**src/rtl/multi_digit_bcd_counter.sv**
```systemverilog
// Multi-digit synchronous BCD counter with up/down counting, clear, load with
// digit clamping, optional saturation, a combinational terminal count for
// cascading, and registered carry/borrow and load-error pulses.
module multi_digit_bcd_counter #(
  parameter int DIGITS = 2,
  parameter bit SAT    = 1'b0
) (
  input  logic                  Clk,
  input  logic                  Rst_b,
  input  logic                  En,
  input  logic                  Up,
  input  logic                  Clr,
  input  logic                  Load,
  input  logic [4*DIGITS-1:0]   D,
  output logic [4*DIGITS-1:0]   Q,
  output logic                  Tc,
  output logic                  Co,
  output logic                  Err
);

  localparam int W = 4 * DIGITS;

  logic [W-1:0]      q_q, q_d;
  logic              co_q, co_d;
  logic              err_q, err_d;

  // all9[k] / all0[k]: every digit below k is 9 / 0 (the ripple-enable chains)
  logic [DIGITS:0]   all9;
  logic [DIGITS:0]   all0;
  logic [DIGITS-1:0] bad_digit;
  logic [W-1:0]      load_val;
  logic [W-1:0]      cnt_val;
  logic              at_limit;

  assign all9[0] = 1'b1;
  assign all0[0] = 1'b1;

  for (genvar gi = 0; gi < DIGITS; gi++) begin : g_digit
    logic [3:0] cur;
    logic [3:0] din;
    logic [3:0] inc;
    logic [3:0] dec;

    assign cur = q_q[4*gi +: 4];
    assign din = D[4*gi +: 4];

    assign all9[gi+1] = all9[gi] & (cur == 4'd9);
    assign all0[gi+1] = all0[gi] & (cur == 4'd0);

    // Out-of-range load digits are clamped to 9 and flagged
    assign bad_digit[gi]       = (din > 4'd9);
    assign load_val[4*gi +: 4] = bad_digit[gi] ? 4'd9 : din;

    // A digit steps only when every lower digit sits at the rollover value
    assign inc = (cur >= 4'd9) ? 4'd0 : cur + 4'd1;
    assign dec = (cur == 4'd0) ? 4'd9 : cur - 4'd1;
    assign cnt_val[4*gi +: 4] = Up ? (all9[gi] ? inc : cur)
                                   : (all0[gi] ? dec : cur);
  end

  // The whole count sits at the limit for the current direction
  assign at_limit = Up ? all9[DIGITS] : all0[DIGITS];

  // Terminal count is combinational so a chained upper stage sees it in-cycle
  assign Tc = En & at_limit;

  // Next-state selection: clear beats load beats count beats hold
  always_comb begin
    q_d   = q_q;
    co_d  = 1'b0;
    err_d = 1'b0;
    if (Clr) begin
      q_d = '0;
    end else if (Load) begin
      q_d   = load_val;
      err_d = |bad_digit;
    end else if (En) begin
      if (SAT && at_limit) begin
        q_d = q_q;
      end else begin
        // cnt_val already rolls every digit over when at the limit
        q_d  = cnt_val;
        co_d = at_limit;
      end
    end
  end

  // State and pulse registers, cleared asynchronously
  always_ff @(posedge Clk or negedge Rst_b) begin
    if (!Rst_b) begin
      q_q   <= '0;
      co_q  <= 1'b0;
      err_q <= 1'b0;
    end else begin
      q_q   <= q_d;
      co_q  <= co_d;
      err_q <= err_d;
    end
  end

  assign Q   = q_q;
  assign Co  = co_q;
  assign Err = err_q;

endmodule

```
**config.mk**
```make
export PLATFORM = sky130hd
export DESIGN_NAME = multi_digit_bcd_counter
export DESIGN_NICKNAME = d
export VERILOG_FILES = /design/src/rtl/multi_digit_bcd_counter.sv
export SDC_FILE = /design/constraint.sdc
export NUM_CORES = 1
export LEC_CHECK = 0
export BUFFER_PORTS_ARGS = -buffer_cell sky130_fd_sc_hd__buf_2
export CAP_MARGIN = 20
export CORE_MARGIN = 2
export CORE_UTILIZATION = 40
export CTS_BUF_LIST = sky130_fd_sc_hd__clkbuf_4 sky130_fd_sc_hd__clkbuf_8
export DETAILED_ROUTE_END_ITERATION = 10
export GPL_TIMING_DRIVEN = 0
export PLACE_DENSITY_LB_ADDON = 0.15
export SYNTH_ARGS = -nofsm -noshare
export SYNTH_HDL_FRONTEND = slang
export SYNTH_SLANG_ARGS = --single-unit
```
**constraint.sdc**
```tcl
create_clock -name Clk -period 2.6 [get_ports Clk]
set_clock_uncertainty 0.05 [all_clocks]
set_input_delay 0.13 -clock Clk [delete_from_list [all_inputs] [get_ports Clk]]
set_output_delay 0.13 -clock Clk [all_outputs]
set_load 0.1 [all_outputs]
```
==> run summary, run 1 <==
Worst-path clk slew: 60 ps
Count leader, synth: inv_1
Die Span Y: 53.5 um
Clock Path Buffers: 2
Commonest cells in the netlist: inv_1 (12), a21oi_1 (10), dfrtp_1 (10), ha_1 (7), nor2_1 (7)
CTS tree: built
Ys Warns: 0
CTS resizes: 0
Dominant synthesized flop cell: dfrtp_1
Postcts setup bufs: 0
Cell Rows: 17
CP endpoint: Tc
R2R setup slack: 560 ps
Hold_sp: D[5]
Total die area: 0.00286 mm^2
Outcome: complete, no violations
Diode count: 0
Post-CTS Hold Buffers: 1
Starting DRC count in detailed routing: 21
Share of the synthesized area in the top cell type: 25.6%
Drt pass-1 iters: 4
Vias: 964
Total chip power: 560 uW
Post-detail-place hpwl: 1970 um
Synth Area per Inst: 8.36 um^2
Final setup vio count: 0
Worst-Skew Late Latency: 260 ps
Max FO, Critical Path: 10
Worst setup path startpoint: Q[1]
RSZ-0062 raised after global routing: no
Die width: 53.5 um
Syn_nets: 138
R2r startpoint: Q[1]
Slew margin rel.: 68.3%
IO Port Bufs: 22
Post-synthesis sequential area ratio: 25.6%
Area growth, synth to finish: 19.8%
VDD IR max: 0.208 mV
Number of global-route vias before repair: 911
CP startpoint kind: flip-flop
Synthesized instance count: 117
Final wirelength: 2460 um
CTS Buf Count: 3
Crit path kind: reg -> out
Initial antenna violation count: 0
Core area: 0.00225 mm^2
Leak: 0.540 nW
Area of the multi-input gates: 637 um^2
Routed Antenna Nets: 0
Final count of hold timing violations: 0
Ys async rst share: 100%
First-pass GRT wire length: 3920 um
Synth area leaders: dfrtp_1 (26%), ha_1 (9.0%), a21oi_1 (5.1%)
Pin count of the biggest net entering global routing: 11
Post-synth EDFFs: 0
Synthesized area: 978 um^2
RePlAce Congestion: 0.868
Ratio of cells with drive above 1 in the final layout: 25.7%
Gr usage total: 18.8%
Gr ovfl total: 0
# clock sinks: 10
H-tree depth: 1
Area leader, netlist: dfrtp_1
Synth unique cells: 47
Wire per inst: 14.3 um
Combined flip-flop and latch cell area: 251 um^2
Worst r2r dst: Q[6]
Vias per inst: 5.60
DRC: 0
Top achievable clock speed: 422 MHz
Power Dens Cells: 478 mW/mm^2
Fin crit period: 2370 ps
Worst Hold Class: in -> reg
Fin nets: 166
I/O pin cnt: 25
Initial Util: 43.4%
Reg2Reg Depth: 7
Max-Cap Viols: 0
Fraction of the cycle the final worst path needs: 91.1%
Slew of the pin with the lowest slew margin: 472 ps
Setup TNS: 0 ps
Setup crit end kind: output port
CTS root buffer: clkbuf_4
Synthesis-stage register bit count: 10
Arrival @ worst endpoint: 2190 ps
Slew Limit Fails: 0
FILL cells: 225
Req. time, crit path: 2420 ps
[stage by stage]
stage,std cells,setup WS (ps),instance area [um^2],hold WS (ps),util [%]
finish,172,232,1170,102,52.0
global route,172,109,1170,112,52.0
CTS,172,209,1170,99.1,52.0
detailed placement,167,490,1130,-51.0,49.9
global placement,167,517,1130,-54.1,49.9
floorplan,117,127,981,-216,-
[power breakdown]
| group | switching, mW | internal, mW | leakage [nW] |
|---|---|---|---|
| clock | 0.0498 | 0.0849 | 0.0210 |
| sequential | 0.0187 | 0.166 | 0.132 |
| combinational | 0.167 | 0.0741 | 0.387 |
| total | 0.235 | 0.325 | 0.540 |
[cell families after synthesis]
group | share of synthesized area (%)
flip-flops | 25.6
adder cells (fa/ha/maj) | 8.95
AO/OA/AOI/OAI | 30.8
AND/OR/NAND/NOR | 24.3
buffers and inverters | 9.46
XOR/XNOR | 0.895
[how the worst min path moves through the flow]
stage,end,depth (start not counted)
global placement,Q[4],1
finish,Q[5],3
detailed placement,Q[5],1
global route,Q[5],3
CTS,Q[5],3
floorplan,Co,0
[sequential cells by signal, indices dropped and copies added, names as in the netlist]
signal / cells
Co: 1
Q: 8
Err: 1
[cell usage in the layout, fill, tap and decap left out, drive strengths merged, types with 3 or more instances in the layout]
master,count
clkbuf,6
a31oi,3
o21bai,3
o211ai,3
buf,27
nor3,3
nand3b,3
nor2,7
o21ai,5
a21oi,10
dfrtp,10
inv,13
nand3,3
nand2,4
o31ai,3
ha,7
[layer usage]
metal  global-route usage, %  wire (um)  part of all wire (%)
met1                    26.3       1230                    50
met2                    28.8       1100                    45
met3                    1.41        128                   5.2
met4                    8.97          0                     0
met5                       0          0                     0
[critical path, stage by stage, from the launching register on]
cell and delay (ps):
dfrtp_1 440, inv_1 130, ha_1 150, buf_4 150
nor4b_2 290, a32o_1 200, and2_2 150, buf_2 410
[area by class of cell]
type | instances | share of cell area (%)
well taps | 28 | 2.99
clock buffers | 4 | 3.09
inverters | 13 | 4.16
flip-flops and latches | 10 | 21.5
repair buffers | 23 | 10.2
multi-input cells | 87 | 54.3
plain buffers | 7 | 3.74
Note: power is estimated with default switching activity, not from simulation.
==> run 2: changes to the inputs <==
--- a/config.mk
+++ b/config.mk
@@ -8,7 +8,7 @@
 export BUFFER_PORTS_ARGS = -buffer_cell sky130_fd_sc_hd__buf_2
 export CAP_MARGIN = 20
 export CORE_MARGIN = 2
-export CORE_UTILIZATION = 40
+export CORE_UTILIZATION = 50
 export CTS_BUF_LIST = sky130_fd_sc_hd__clkbuf_4 sky130_fd_sc_hd__clkbuf_8
 export DETAILED_ROUTE_END_ITERATION = 10
 export GPL_TIMING_DRIVEN = 0
==> run summary, run 2 (synthesis gave the netlist of run 1 again) <==
Outcome: complete, no violations
Worst-path clk slew: 60 ps
R2r startpoint: Q[1]
Worst-Skew Late Latency: 260 ps
CP startpoint kind: flip-flop
Layout Cells excl Fill: 169
Max FFs per register: 8
Most common cell after layout, fill and taps aside: buf_2
Hold_sp: D[5]
Max-Cap Viols: 0
Gr ovfl total: 0
Routed Antenna Nets: 0
Crit path kind: reg -> out
Clock power share: 22.1%
Diode count: 0
Leak: 0.538 nW
CTS root buffer: clkbuf_4
CTS resizes: 0
DRC: 0
Fraction of the cycle the final worst path needs: 91.8%
Net Switching: 237 uW
Top achievable clock speed: 419 MHz
Slew of the pin with the lowest slew margin: 489 ps
Reg2Reg Depth: 7
Pin count of the biggest net entering global routing: 11
Fin nets: 166
Number of global-route vias before repair: 806
Ratio of cells with drive above 1 in the final layout: 25.7%
Gr usage total: 22.4%
VDD IR max: 0.295 mV
Starting DRC count in detailed routing: 35
Slew margin rel.: 67.6%
First-pass GRT wire length: 3600 um
CTS Buf Count: 3
Wire per inst: 14.3 um
Fin crit period: 2390 ps
Commonest non-fill, non-tap cells in the layout: buf_2 (24), inv_1 (12), a21oi_1 (10)
Vias: 989
Area growth, synth to finish: 18.8%
Die width: 48.2 um
RePlAce Congestion: 0.852
Slew Limit Fails: 0
Pint: 310 uW
Initial Util: 54.9%
Worst Hold End: Q[5]
Inst Count DP: 164
Setup crit end kind: output port
Worst Hold Depth: 3
Final Util: 65.2%
I/O pin cnt: 25
Core area: 0.00178 mm^2
Sequential share of power: 33.9%
Switching Share: 43.3%
R2R setup slack: 560 ps
Final setup vio count: 0
Cell Rows: 15
Vias per inst: 5.85
Worst Hold Class: in -> reg
Initial antenna violation count: 0
Final hold slack: 89.5 ps
Final wirelength: 2410 um
Post-detail-place hpwl: 1890 um
Total chip power: 546 uW
# clock sinks: 10
Worst setup path startpoint: Q[1]
Total die area: 0.00233 mm^2
CTS tree: built
IO Port Bufs: 22
Final count of hold timing violations: 0
Clock Path Buffers: 2
Logic pwr share: 44.0%
Post-CTS Hold Buffers: 1
FILL cells: 156
RSZ-0062 raised after global routing: no
Worst r2r dst: Q[6]
Postcts setup bufs: 0
H-tree depth: 1
Req. time, crit path: 2420 ps
Max FO, Critical Path: 10
Drt pass-1 iters: 4
Setup TNS: 0 ps
Die Span Y: 48.2 um
Arrival @ worst endpoint: 2210 ps
Power Dens Cells: 470 mW/mm^2
[run 2: worst max-delay path by stage]
stage | to | slack (ps)
after global routing | Tc | 50
after detailed placement | Tc | 510
after global placement | Tc | 530
after floorplan | Tc | 130
after CTS | Tc | 210
final | Tc | 210
[run 2: final cells by class]
type	instances	area (um^2)	share of cell area, %
Timing Repair Buffer	23	120	10.3
Buffer	7	43.8	3.77
Inverter	13	48.8	4.20
Sequential cell	10	251	21.6
Multi-Input combinational cell	87	637	54.8
Tap cell	25	31.3	2.69
Clock buffer	4	30.0	2.58
[run 2: through the flow]
step / setup slack (ps) / area, um^2
global placement: 535 / 1120
detailed placement: 509 / 1120
global route: 53.3 / 1160
CTS: 212 / 1160
floorplan: 127 / 981
finish: 214 / 1160
[run 2: worst max-delay path, cell delays in order, from the launching register on]
cell,delay (ps)
dfrtp_1,440
inv_1,130
ha_1,150
buf_4,150
nor4b_2,310
a32o_1,210
and2_2,140
buf_2,410
[run 2: power by group through the flow]
stage	combinational, mW	sequential [mW]	clock (mW)
global route	0.260	0.186	0.134
finish	0.240	0.185	0.121
global placement	0.236	0.186	0
CTS	0.240	0.184	0.125
detailed placement	0.239	0.187	0
floorplan	0.116	0.256	0
[run 2: routing by layer]
layer,track usage (%),routed length (um),vias up
li1,-,-,499
met1,32.5,1140,445
met2,33.2,1070,41
met3,1.11,157,4
met4,11.4,48,0
met5,0,0,-
